<file path="src/rtl/uart_tx_arbiter_if.sv">
// uart_tx_arbiter_if: requester and UART-transmitter signal bundle for uart_tx_arbiter.
//   req       requester -> arbiter  per-requester request, held until own gnt bit seen
//   req_data  requester -> arbiter  byte of requester i at [i*DATA_W +: DATA_W]
//   gnt       arbiter -> requester  one-hot pulse, byte captured
//   done      arbiter -> requester  one-hot pulse, byte transmitted
//   err       arbiter -> requester  one-hot pulse, transfer aborted by watchdog
//   tx_start  arbiter -> UART       one-cycle start pulse
//   tx_data   arbiter -> UART       byte to send
//   tx_done   UART -> arbiter       transmit-complete pulse
//   busy      arbiter -> observer   high while a transfer is in flight
interface uart_tx_arbiter_if #(
   parameter int NUM_REQ = 4,
   parameter int DATA_W  = 8
);
   logic [NUM_REQ-1:0]        req;
   logic [NUM_REQ*DATA_W-1:0] req_data;
   logic [NUM_REQ-1:0]        gnt;
   logic [NUM_REQ-1:0]        done;
   logic [NUM_REQ-1:0]        err;
   logic                      tx_start;
   logic [DATA_W-1:0]         tx_data;
   logic                      tx_done;
   logic                      busy;
   modport slave  (input req, req_data, tx_done, output gnt, done, err, tx_start, tx_data, busy);
   modport master (output req, req_data, tx_done, input gnt, done, err, tx_start, tx_data, busy);
endinterface

</file>
<file path="src/rtl/uart_tx_arbiter.sv">
// uart_tx_arbiter: round-robin sharing of one UART transmitter among NUM_REQ byte producers.
//   clk  system clock, rising edge
//   rst  synchronous active-high reset
//   bus  uart_tx_arbiter_if slave modport (requester handshake and UART tx_start/tx_data/tx_done)
module uart_tx_arbiter #(
   parameter int NUM_REQ     = 4,
   parameter int DATA_W      = 8,
   parameter int TIMEOUT_CYC = 16384
) (
   input logic              clk,
   input logic              rst,
   uart_tx_arbiter_if.slave bus
);
   localparam int IDX_W = $clog2(NUM_REQ);
   localparam int WD_W  = (TIMEOUT_CYC > 0) ? $clog2(TIMEOUT_CYC + 1) : 1;
   localparam logic [WD_W-1:0] WD_MAX = WD_W'((TIMEOUT_CYC > 0) ? TIMEOUT_CYC - 1 : 0);
   typedef enum logic [1:0] {IDLE, ISSUE, WAIT} state_t;
   state_t             state_q, state_d;
   logic [IDX_W-1:0]   cur_q, cur_d, last_q, last_d, pick, cand;
   logic [WD_W-1:0]    wd_q, wd_d;
   logic [NUM_REQ-1:0] gnt_q, gnt_d, done_q, done_d, err_q, err_d;
   logic               tx_start_q, tx_start_d, busy_q, busy_d, found;
   logic [DATA_W-1:0]  tx_data_q, tx_data_d;
   assign bus.gnt      = gnt_q;
   assign bus.done     = done_q;
   assign bus.err      = err_q;
   assign bus.tx_start = tx_start_q;
   assign bus.tx_data  = tx_data_q;
   assign bus.busy     = busy_q;
   // Scan starts just after the last served requester and wraps, so a
   // requester that keeps its req high after completion yields to the others.
   always_comb begin
      found = 1'b0;
      pick  = last_q;
      cand  = last_q;
      for (int k = 1; k <= NUM_REQ; k++) begin
         cand = IDX_W'((int'(last_q) + k) % NUM_REQ);
         if (!found && bus.req[cand]) begin
            found = 1'b1;
            pick  = cand;
         end
      end
   end
   always_comb begin
      state_d    = state_q;
      cur_d      = cur_q;
      last_d     = last_q;
      wd_d       = wd_q;
      tx_data_d  = tx_data_q;
      gnt_d      = '0;
      done_d     = '0;
      err_d      = '0;
      tx_start_d = 1'b0;
      busy_d     = 1'b0;
      case (state_q)
         IDLE: if (found) begin
            state_d    = ISSUE;
            cur_d      = pick;
            tx_data_d  = bus.req_data[int'(pick)*DATA_W +: DATA_W];
            gnt_d      = NUM_REQ'(1) << pick;
            tx_start_d = 1'b1;
            busy_d     = 1'b1;
         end
         ISSUE: begin
            state_d = WAIT;
            wd_d    = '0;
            busy_d  = 1'b1;
         end
         WAIT: begin
            busy_d = 1'b1;
            wd_d   = (wd_q == {WD_W{1'b1}}) ? wd_q : wd_q + WD_W'(1);
            // tx_done is checked first so it wins over a coincident timeout.
            if (bus.tx_done) begin
               state_d = IDLE;
               done_d  = NUM_REQ'(1) << cur_q;
               last_d  = cur_q;
               busy_d  = 1'b0;
               wd_d    = '0;
            end else if (TIMEOUT_CYC != 0 && wd_q == WD_MAX) begin
               state_d = IDLE;
               err_d   = NUM_REQ'(1) << cur_q;
               last_d  = cur_q;
               busy_d  = 1'b0;
               wd_d    = '0;
            end
         end
         default: state_d = IDLE;
      endcase
   end
   always_ff @(posedge clk) begin
      if (rst) begin
         state_q    <= IDLE;
         cur_q      <= '0;
         last_q     <= IDX_W'(NUM_REQ - 1);
         wd_q       <= '0;
         tx_data_q  <= '0;
         gnt_q      <= '0;
         done_q     <= '0;
         err_q      <= '0;
         tx_start_q <= 1'b0;
         busy_q     <= 1'b0;
      end else begin
         state_q    <= state_d;
         cur_q      <= cur_d;
         last_q     <= last_d;
         wd_q       <= wd_d;
         tx_data_q  <= tx_data_d;
         gnt_q      <= gnt_d;
         done_q     <= done_d;
         err_q      <= err_d;
         tx_start_q <= tx_start_d;
         busy_q     <= busy_d;
      end
   end
endmodule
</file>
<file path="src/flat_wrapper.sv">
// flat-port wrapper written by rule: the top's interface ports become plain ports
module uart_tx_arbiter_flat 
#(
   parameter int NUM_REQ     = 4,
   parameter int DATA_W      = 8,
   parameter int TIMEOUT_CYC = 16384
)
  (clk, rst, bus_req, bus_req_data, bus_tx_done, bus_gnt, bus_done, bus_err, bus_tx_start, bus_tx_data, bus_busy);
  uart_tx_arbiter_if #(.NUM_REQ(NUM_REQ), .DATA_W(DATA_W)) bus_i ();
  input logic clk;
  input logic rst;
  input wire logic [$bits(bus_i.req)-1:0] bus_req;
  input wire logic [$bits(bus_i.req_data)-1:0] bus_req_data;
  input wire logic [$bits(bus_i.tx_done)-1:0] bus_tx_done;
  output wire logic [$bits(bus_i.gnt)-1:0] bus_gnt;
  output wire logic [$bits(bus_i.done)-1:0] bus_done;
  output wire logic [$bits(bus_i.err)-1:0] bus_err;
  output wire logic [$bits(bus_i.tx_start)-1:0] bus_tx_start;
  output wire logic [$bits(bus_i.tx_data)-1:0] bus_tx_data;
  output wire logic [$bits(bus_i.busy)-1:0] bus_busy;
  assign bus_i.req = bus_req;
  assign bus_i.req_data = bus_req_data;
  assign bus_i.tx_done = bus_tx_done;
  assign bus_gnt = bus_i.gnt;
  assign bus_done = bus_i.done;
  assign bus_err = bus_i.err;
  assign bus_tx_start = bus_i.tx_start;
  assign bus_tx_data = bus_i.tx_data;
  assign bus_busy = bus_i.busy;
  uart_tx_arbiter #(.NUM_REQ(NUM_REQ), .DATA_W(DATA_W), .TIMEOUT_CYC(TIMEOUT_CYC)) u_core (.clk(clk), .rst(rst), .bus(bus_i));
endmodule
</file>
<file path="config.mk">
export PLATFORM = sky130hd
export DESIGN_NAME = uart_tx_arbiter_flat
export DESIGN_NICKNAME = d
export VERILOG_FILES = /design/src/rtl/uart_tx_arbiter_if.sv /design/src/rtl/uart_tx_arbiter.sv /design/src/flat_wrapper.sv
export SDC_FILE = /design/constraint.sdc
export NUM_CORES = 1
export LEC_CHECK = 0
export BUFFER_PORTS_ARGS = -buffer_cell sky130_fd_sc_hd__buf_2
export CAP_MARGIN = 20
export CORE_MARGIN = 2
export CORE_UTILIZATION = 48
export CTS_BUF_LIST = sky130_fd_sc_hd__clkbuf_4
export DETAILED_ROUTE_END_ITERATION = 8
export GPL_ROUTABILITY_DRIVEN = 1
export PLACE_DENSITY_LB_ADDON = 0.25
export SETUP_SLACK_MARGIN = 0.2
export SYNTH_ARGS = -nofsm -noshare
export SYNTH_HDL_FRONTEND = slang
export SYNTH_SLANG_ARGS = --single-unit
</file>
<file path="constraint.sdc">
create_clock -name clk -period 2 [get_ports clk]
set_clock_uncertainty 0.15 [all_clocks]
set_input_delay 0.5 -clock clk [delete_from_list [all_inputs] [get_ports clk]]
set_output_delay 0.5 -clock clk [all_outputs]
set_load 0.02 [all_outputs]
</file>
* After elaboration in Yosys (flattened, before gate mapping)
Cells that the tools add are included.
Word-level totals: register bits 43, bits of input ports 39, output and inout port bits 22, logic and storage cells 81
Cells by class: $add $sub $neg 5, order comparisons 4, equal/unequal tests 7, shifts and indexed selects 3, muxes and demuxes 30, bitwise operators 5, reductions and logical operators 17
Operator list (number):
- 15-bit 2-to-1 mux | 3
- 32-bit by 6-bit indexed part select with 8-bit output | 1
- 15-bit one-hot mux with 2 select lines | 1
- 2-bit 2-to-1 mux | 9
- 15-bit by 1-bit adder with 15-bit output, second input constant | 1
- 15-bit by 14-bit == test with 1-bit output, second input constant | 1
- 15-bit == test, second input constant | 1
- 2-bit by 3-bit less-than comparator with 1-bit output, second input constant | 4
- 1-bit 2-to-1 mux | 11
- 1-bit binary-select mux with 2-bit select | 4
- 2-bit AND reduction | 4
- 1-bit by 2-bit << shifter with 4-bit output, first input constant | 2
- 2-bit one-hot mux with 3 select lines | 1
- 3-bit OR reduction | 2
- 1-bit NOT | 5
- 2-bit by 1-bit adder with 2-bit output, second input constant | 2
- 2-bit adder, second input constant | 2
- 4-bit inequality test, second input constant | 1
- 2-bit nonzero test | 2
- 4-bit OR reduction | 1
- 1-bit logical AND | 3
- 1-bit logical NOT | 3
- 3-bit by 2-bit inequality test with 1-bit output, second input constant | 1
- 1-bit one-hot mux with 3 select lines | 1
- 5 further kinds | 5

* Longest topological paths before layout
Gate-level depths: netlist of the first run.
depth after elaboration 15, gate-level depth with buffers 8, gate-level depth less buffers 7

* Worst setup path after synthesis of the first run
Ideal clock, no wire load.
kind register to register, start point register u_core.state_q[0], end point register u_core.wd_q[13], setup time 0.066 ns, data arrival time 1.833 ns, required time 1.784 ns, setup slack -0.049 ns, cell stages (with the launch flop) 8, buffers on the path 0, period minus slack after synthesis 2.049 ns, path through dfxtp_1 inv_1 ha_1 inv_1 nor2_2 o31ai_4 or4_2 a21oi_2
Between the ends: cells in the longest elaborated chain, start to end 3, elaborated cells between the ends (all ways) 6, classes of those cells eq/ne (3); mux (1); reduce/logical (2)
Ends and longest elaborated chain:
- start: declaration | line uart_tx_arbiter.sv:18 | state_t state_q, state_d;
- start signal: assignment | line uart_tx_arbiter.sv:103 | state_q <= state_d;
- 2-bit == test / 2-bit by 1-bit == test with 1-bit output (equally long branches) | line uart_tx_arbiter.sv:55 | case (state_q)
- 4-bit inequality test (no line) / 2-bit nonzero test (equally long branches)
- 2-bit AND reduction (no line)
- end signal: assignment | line uart_tx_arbiter.sv:106 | wd_q <= wd_d;
- end: declaration | line uart_tx_arbiter.sv:20 | logic [WD_W-1:0] wd_q, wd_d;
Several ways; a longest one is shown, not always the timed one. A chain may end at the register's enable or synchronous reset.

* Worst setup path in the final report of the first run
start point register u_core.wd_q[13], end point register u_core.wd_q[3]
Between the ends: cells in the longest elaborated chain, start to end 4, elaborated cells between the ends (all ways) 7, classes of those cells eq/ne (3); mux (3); reduce/logical (1)
Ends and longest elaborated chain:
- 15-bit by 14-bit == test with 1-bit output | line uart_tx_arbiter.sv:79 | end else if (TIMEOUT_CYC != 0 && wd_q == WD_MAX) begin
- 15-bit 2-to-1 mux | line uart_tx_arbiter.sv:79
- 15-bit 2-to-1 mux | line uart_tx_arbiter.sv:73 | if (bus.tx_done) begin
- 15-bit one-hot mux with 2 select lines | line uart_tx_arbiter.sv:55
Several ways; a longest one is shown, not always the timed one.

==> results of run 1 <==
[per-stage QoR]
stage	utilization [%]	hold WS, ps	power, mW	std cells	TNS (ps)
floorplan	-	304	1.22	219	0
global placement	64.8	287	1.39	343	-98.2
detailed placement	64.8	293	1.40	343	-465
CTS	70.3	297	2.12	358	0
global route	77.3	305	2.28	372	0
finish	77.3	281	2.19	372	0
[synth_stat cells (5+ instances only)]
cell type | instances | area, sq um
o221ai_1 | 8 | 70.1
a21oi_1 | 5 | 25.0
nor3_1 | 6 | 30.0
ha_1 | 6 | 75.1
nand2b_1 | 7 | 43.8
xor2_1 | 5 | 43.8
dfxtp_1 | 43 | 861
mux2i_1 | 18 | 180
a21oi_2 | 5 | 43.8
nor2_1 | 27 | 101
o21ai_1 | 6 | 30.0
nand2_1 | 19 | 71.3
[power by group through the flow]
stage                     clock [mW]  sequential [mW]  combinational, mW
final                          0.696            0.946              0.550
after global routing           0.738            0.953              0.594
after CTS                      0.700            0.945              0.474
after detailed placement           0            0.966              0.434
after global placement             0            0.965              0.425
after floorplan                    0             1.01              0.211
[registers in the layout (all words and copies together) (netlist names)]
| name | count |
|---|---|
| u_core.bus.done | 4 |
| u_core.bus.busy | 1 |
| u_core.wd_q | 15 |
| u_core.cur_q | 2 |
| u_core.bus.err | 4 |
| u_core.bus.tx_start | 1 |
| u_core.bus.tx_data | 8 |
| u_core.last_q | 2 |
| u_core.state_q | 2 |
| u_core.bus.gnt | 4 |
[routing by layer]
layer / track usage [%] / vias up
met4: 5.88 / 0
li1: - / 1003
met1: 28.5 / 1000
met2: 39.3 / 101
met3: 5.67 / 21
met5: 0 / -
[kinds of logic after synthesis]
logic type      Yosys count  share of synthesized area (%)
compound gates           47                           17.2
xor+xnor                  5                           2.14
fa+ha+maj                 6                           3.67
buf+inv                  11                           2.69
flops                    43                           42.1
mux                      18                           8.82
simple gates             89                           23.3
[worst min-delay path: stages]
cell	delay [ps]
buf_2	70
mux2i_1	60
o221ai_1	130
[timing repair]
action | 4_1_cts | 5_1_grt
resized for setup | 21 | 31
pin swaps | 8 | 24
setup endpoints to repair | 21 | 27
setup buffers | 7 | 12
cloned | 0 | 2
[how the worst min path moves through the flow]
| stage | endpoint | slack, ps | depth (start not counted) |
|---|---|---|---|
| 3_3_place_gp | u_core.bus.tx_data[4] | 290 | 2 |
| 6_report | u_core.bus.tx_data[5] | 280 | 3 |
| 4_1_cts | u_core.bus.tx_data[7] | 300 | 3 |
| 3_5_place_dp | u_core.bus.tx_data[4] | 290 | 2 |
| 2_1_floorplan | u_core.wd_q[14] | 300 | 2 |
| 5_1_grt | u_core.bus.tx_data[5] | 310 | 3 |
[cell type report]
cell class / instances / area share (%)
clock inverter: 2 / 1.92
clock buffer: 6 / 1.44
sequential: 43 / 28.1
timing repair buffer: 101 / 22.7
inverter: 5 / 0.758
multi-input combinational: 165 / 43.1
tap: 50 / 2.00
==> reports/qor.csv, run 1 <==
metric;value;unit
seq_area_frac_synth;42.1;%
wire_per_inst;17.1;um
wl_met3;457;um
cts_buffer_depth;2;
outcome;complete, no violations;
cts_sinks;43;
placed_area;0.00263;sq mm
insertion_delay;360;ps
power.switching;0.608;mW
final_common_cell;buf_2;
start_util;50.4;%
pwr-share-clk;31.8;%
worstPathArrival;2010;ps
fmax;0.528;GHz
cp_max_fo;4;
p_sw_share;27.7;%
hold_viol_final;0;
p_per_area;699;mW/mm^2
hp-start;bus_req_data[13];
grt_usage;22.8;%
synth-main-ff-cell;dfxtp_1;
crit_path_start;u_core.wd_q[13];
crit_buf_inv;1;
min_path_type;input port to flip-flop;
vias;2125;
cp_slowest_cell;o31ai_4;
regArea;882;sq um
wl_met2;3240;um
portBuffers;60;
cts_hold_buf;0;
nets;366;
cts.htree.levels;2;
cts_tree;built;
fp.coreArea;0.00406;sq mm
grt_pass1_wl;8980;um
ant_nets;0;
postSynthCellCount;219;
worst-r2r-cell-count;6;
min_period_over_period;94.8;%
dr.max_layer_used;met4;
critical_path.max_stage_delay;410;ps
clk_pin_slew;130;ps
ios;61;
slew_headroom;70.6;%
antenna_found_initial;0;
wl_met1;2460;um
syn_avg_cell_area;9.33;sq um
syn-num-nets;264;
cts-root-buf;clkbuf_4;
r2r-start;u_core.wd_q[13];
first_pass_iters;4;
fin_crit;1900;ps
crit_path_end;u_core.wd_q[3];
die_area;0.00479;sq mm
cp_cell_sequence;and4_2 > nand2_1 > o31ai_4 > buf_6 > xor2_1 > nor2_1;
n_antenna_cell;0;
cp.depth;6;
multiInputGateArea;0.00135;sq mm
die_y;69.2;um
ys_seq_elements;43;
r2r-end;u_core.wd_q[3];
routed_via_density;5.71;
nFillCells;280;
rsz0062_at_grt;yes;
yosysWarnings;0;
crit_type;flip-flop to flip-flop;
ys_types;49;
synthArstFlopShare;0;%
cellLeakagePower;1.36;nW
p_int;1.58;mW
dieWidth;69.2;um
crit_path_start_kind;flip-flop;
drt-total-wl;6350;um
grt_pass1_vias;1945;
rows;23;
worstPathRequired;2110;ps
worstSetupEndpointType;flip-flop;
critPathTopFamily;simple AND/OR/NAND/NOR gates;
synth.cell_area;0.00204;sq mm
r2r_setup_slack;100;ps
seqPwrFrac;43.1;%
drt_iter0_drc;152;
gp_congestion;0.811;
final_cell_mix;buf_2 (60), dfxtp_1 (32), buf_4 (30), nor2_1 (26), nand2_1 (18);
hpwlAfterDp;3670;um
synth-edff-count;0;
syn_to_final_growth;53.5;%
max_cap_violations;0;
grt_max_degree;21;
p_comb_share;25.1;%
place_ws;-124;ps
design_area;0.00314;sq mm
drc;0;
setup_slack;105;ps
cts_made_buffers;5;
grt-ovfl-total;0;
drv_slew;0;
drive_gt1_share;50.9;%
ir_worst_vdd;627;uV
timing.final.setup_violations;0;
tightest_slew;438;ps
No activity file was read; power rests on OpenSTA's default activity.
==> inputs of run 2 (changes only) <==
--- a/config.mk
+++ b/config.mk
@@ -8,11 +8,12 @@
 export BUFFER_PORTS_ARGS = -buffer_cell sky130_fd_sc_hd__buf_2
 export CAP_MARGIN = 20
 export CORE_MARGIN = 2
-export CORE_UTILIZATION = 48
+export CORE_UTILIZATION = 45
 export CTS_BUF_LIST = sky130_fd_sc_hd__clkbuf_4
 export DETAILED_ROUTE_END_ITERATION = 8
 export GPL_ROUTABILITY_DRIVEN = 1
 export PLACE_DENSITY_LB_ADDON = 0.25
+export RECOVER_POWER = 25
 export SETUP_SLACK_MARGIN = 0.2
 export SYNTH_ARGS = -nofsm -noshare
 export SYNTH_HDL_FRONTEND = slang
==> reports/qor.csv, run 2 (synthesis results as in run 1) <==
metric;value;unit;change
utilization;68.4;%;was 77.3%
worstPathArrival;1970;ps;was 2010 ps
insertion_delay;360;ps;about the same
min_path_type;input port to flip-flop;;unchanged
cp_slowest_cell;dfxtp_1;;was o31ai_4
n_antenna_cell;0;;unchanged
die_area;0.00510;sq mm;was 0.00479 sq mm
hold_depth;3;;unchanged
grt-ovfl-total;0;;unchanged
die_y;71.4;um;was 69.2 um
final_cell_mix;buf_2 (54), dfxtp_1 (36), nor2_1 (26), buf_4 (26), mux2i_1 (18);;was buf_2 (60), dfxtp_1 (32), buf_4 (30), nor2_1 (26), nand2_1 (18)
worstSetupEndpointType;flip-flop;;unchanged
grt_pass1_wl;8070;um;was 8980 um
cts_hold_buf;0;;unchanged
worst-r2r-cell-count;8;;was 6
cts-root-buf;clkbuf_4;;unchanged
hold-path-endpoint;u_core.bus.tx_data[3];;was u_core.bus.tx_data[5]
cts_made_buffers;5;;unchanged
ios;61;;unchanged
drive_gt1_share;45.0;%;was 50.9%
gp_congestion;0.808;;was 0.811
fp.coreArea;0.00435;sq mm;was 0.00406 sq mm
clk_pin_slew;120;ps;was 130 ps
first_pass_iters;4;;unchanged
hold_viol_final;0;;unchanged
drt_iter0_drc;80;;was 152
hp-start;bus_req_data[11];;was bus_req_data[13]
worstPathRequired;2150;ps;was 2110 ps
grt_usage;19.8;%;was 22.8%
setup_slack;181;ps;was 105 ps
drt-total-wl;5210;um;was 6350 um
vias;1961;;was 2125
cp_cell_sequence;inv_4 > ha_4 > buf_4 > and3_4 > and4_1 > o21ai_0 > xor2_1 > nor2_1;;was and4_2 > nand2_1 > o31ai_4 > buf_6 > xor2_1 > nor2_1
fmax;0.550;GHz;was 0.528 GHz
nets;362;;was 366
start_util;46.9;%;was 50.4%
critical_path.max_stage_delay;410;ps;about the same
dieWidth;71.4;um;was 69.2 um
r2r-end;u_core.wd_q[6];;was u_core.wd_q[3]
placed_area;0.00262;sq mm;was 0.00263 sq mm
nFillCells;325;;was 280
portBuffers;60;;unchanged
rsz0062_at_grt;yes;;unchanged
r2r_setup_slack;180;ps;was 100 ps
crit_path_start_kind;flip-flop;;unchanged
rows;24;;was 23
hpwlAfterDp;3530;um;was 3670 um
cts_sinks;43;;unchanged
design_area;0.00298;sq mm;was 0.00314 sq mm
cp_max_fo;5;;was 4
ir_worst_vdd;380;uV;was 627 uV
tightest_slew;355;ps;was 438 ps
fin_crit;1820;ps;was 1900 ps
syn_to_final_growth;45.7;%;was 53.5%
timing.final.setup_violations;0;;unchanged
cts.htree.levels;2;;unchanged
place_ws;-65.7;ps;was -124 ps
drc;0;;unchanged
ant_nets;0;;unchanged
r2r-start;u_core.state_q[0];;was u_core.wd_q[13]
slew_headroom;76.1;%;was 70.6%
antenna_found_initial;0;;unchanged
final_common_cell;buf_2;;unchanged
regMostFlops;u_core.wd_q;;unchanged
p_per_area;639;mW/mm^2;was 699 mW/mm^2
max_cap_violations;0;;unchanged
cts_tree;built;;unchanged
outcome;complete, no violations;;unchanged
drv_slew;0;;unchanged
grt_pass1_vias;1867;;was 1945
crit_path_start;u_core.state_q[0];;was u_core.wd_q[13]
routed_via_density;5.30;;was 5.71
wire_per_inst;14.1;um;was 17.1 um
grt_max_degree;21;;unchanged
min_period_over_period;90.9;%;was 94.8%
crit_type;flip-flop to flip-flop;;unchanged
cts_buffer_depth;2;;unchanged
largest_reg_flops;15;;unchanged
cellLeakagePower;1.28;nW;was 1.36 nW
==> run 2: cell types whose count changed in the layout (fill, tap and decap cells not counted), sizes merged <==
cell,delta
buf,-13
bufinv,-2
clkbuf,+9
clkinv,+1
clkinvlp,+1
==> run 2: worst max path at each step <==
| stage | to | slack, ps | cells after the start |
|---|---|---|---|
| after global routing | u_core.wd_q[4] | 60 | 7 |
| final | u_core.wd_q[6] | 180 | 8 |
| after CTS | u_core.wd_q[3] | 200 | 6 |
| after detailed placement | u_core.bus.tx_data[4] | -70 | 7 |
| after floorplan | u_core.bus.tx_data[3] | 180 | 6 |
| after global placement | u_core.bus.tx_data[5] | 10 | 7 |
==> run 2: area by class of cell <==
| class | count | area, sq um | share of cell area, % |
|---|---|---|---|
| multi-input cells | 165 | 1290 | 43.4 |
| well taps | 52 | 65.1 | 2.18 |
| clock buffers | 6 | 45.0 | 1.51 |
| clock inverters | 2 | 12.5 | 0.420 |
| flip-flops and latches | 43 | 875 | 29.4 |
| inverters | 5 | 23.8 | 0.798 |
| repair buffers | 97 | 664 | 22.3 |
==> run 2: metal layers <==
metal,global-route usage [%],wire length (um),vias up
met2,33.5,2490,51
met3,4.64,232,9
met4,9.01,97,0
li1,-,-,996
met5,0,0,-
met1,23.8,2390,905
==> run 2: report_power, final <==
group | internal, mW | leakage (nW) | switching (mW)
Combinational | 0.259 | 0.896 | 0.263
Sequential | 0.909 | 0.353 | 0.0376
Clock | 0.149 | 0.0317 | 0.284
==> run 2: through the flow <==
step | total power [mW] | instances | TNS (ps) | hold WS [ps]
floorplan | 1.22 | 219 | 0 | 304
global placement | 1.39 | 342 | 0 | 289
detailed placement | 1.40 | 342 | -307 | 297
CTS | 1.87 | 356 | 0 | 283
global route | 2.01 | 370 | 0 | 275
finish | 1.90 | 370 | 0 | 298
==> run 2: worst max-delay path, delay by kind of cell, from the launching register on <==
| family | cells | cell delay (ps) |
|---|---|---|
| flip-flops | 1 | 410 |
| AND/OR/NAND/NOR | 3 | 510 |
| AO/OA/AOI/OAI | 1 | 90 |
| adder cells (fa/ha/maj) | 1 | 270 |
| XOR/XNOR | 1 | 160 |
| buffers and inverters | 2 | 180 |
==> run 2: what timing repair did <==
action                     4_1_cts  5_1_grt
resized for setup               19       16
gates cloned                     0        2
pin swaps                        6       11
buffers inserted                 6       12
setup endpoints to repair       22       25
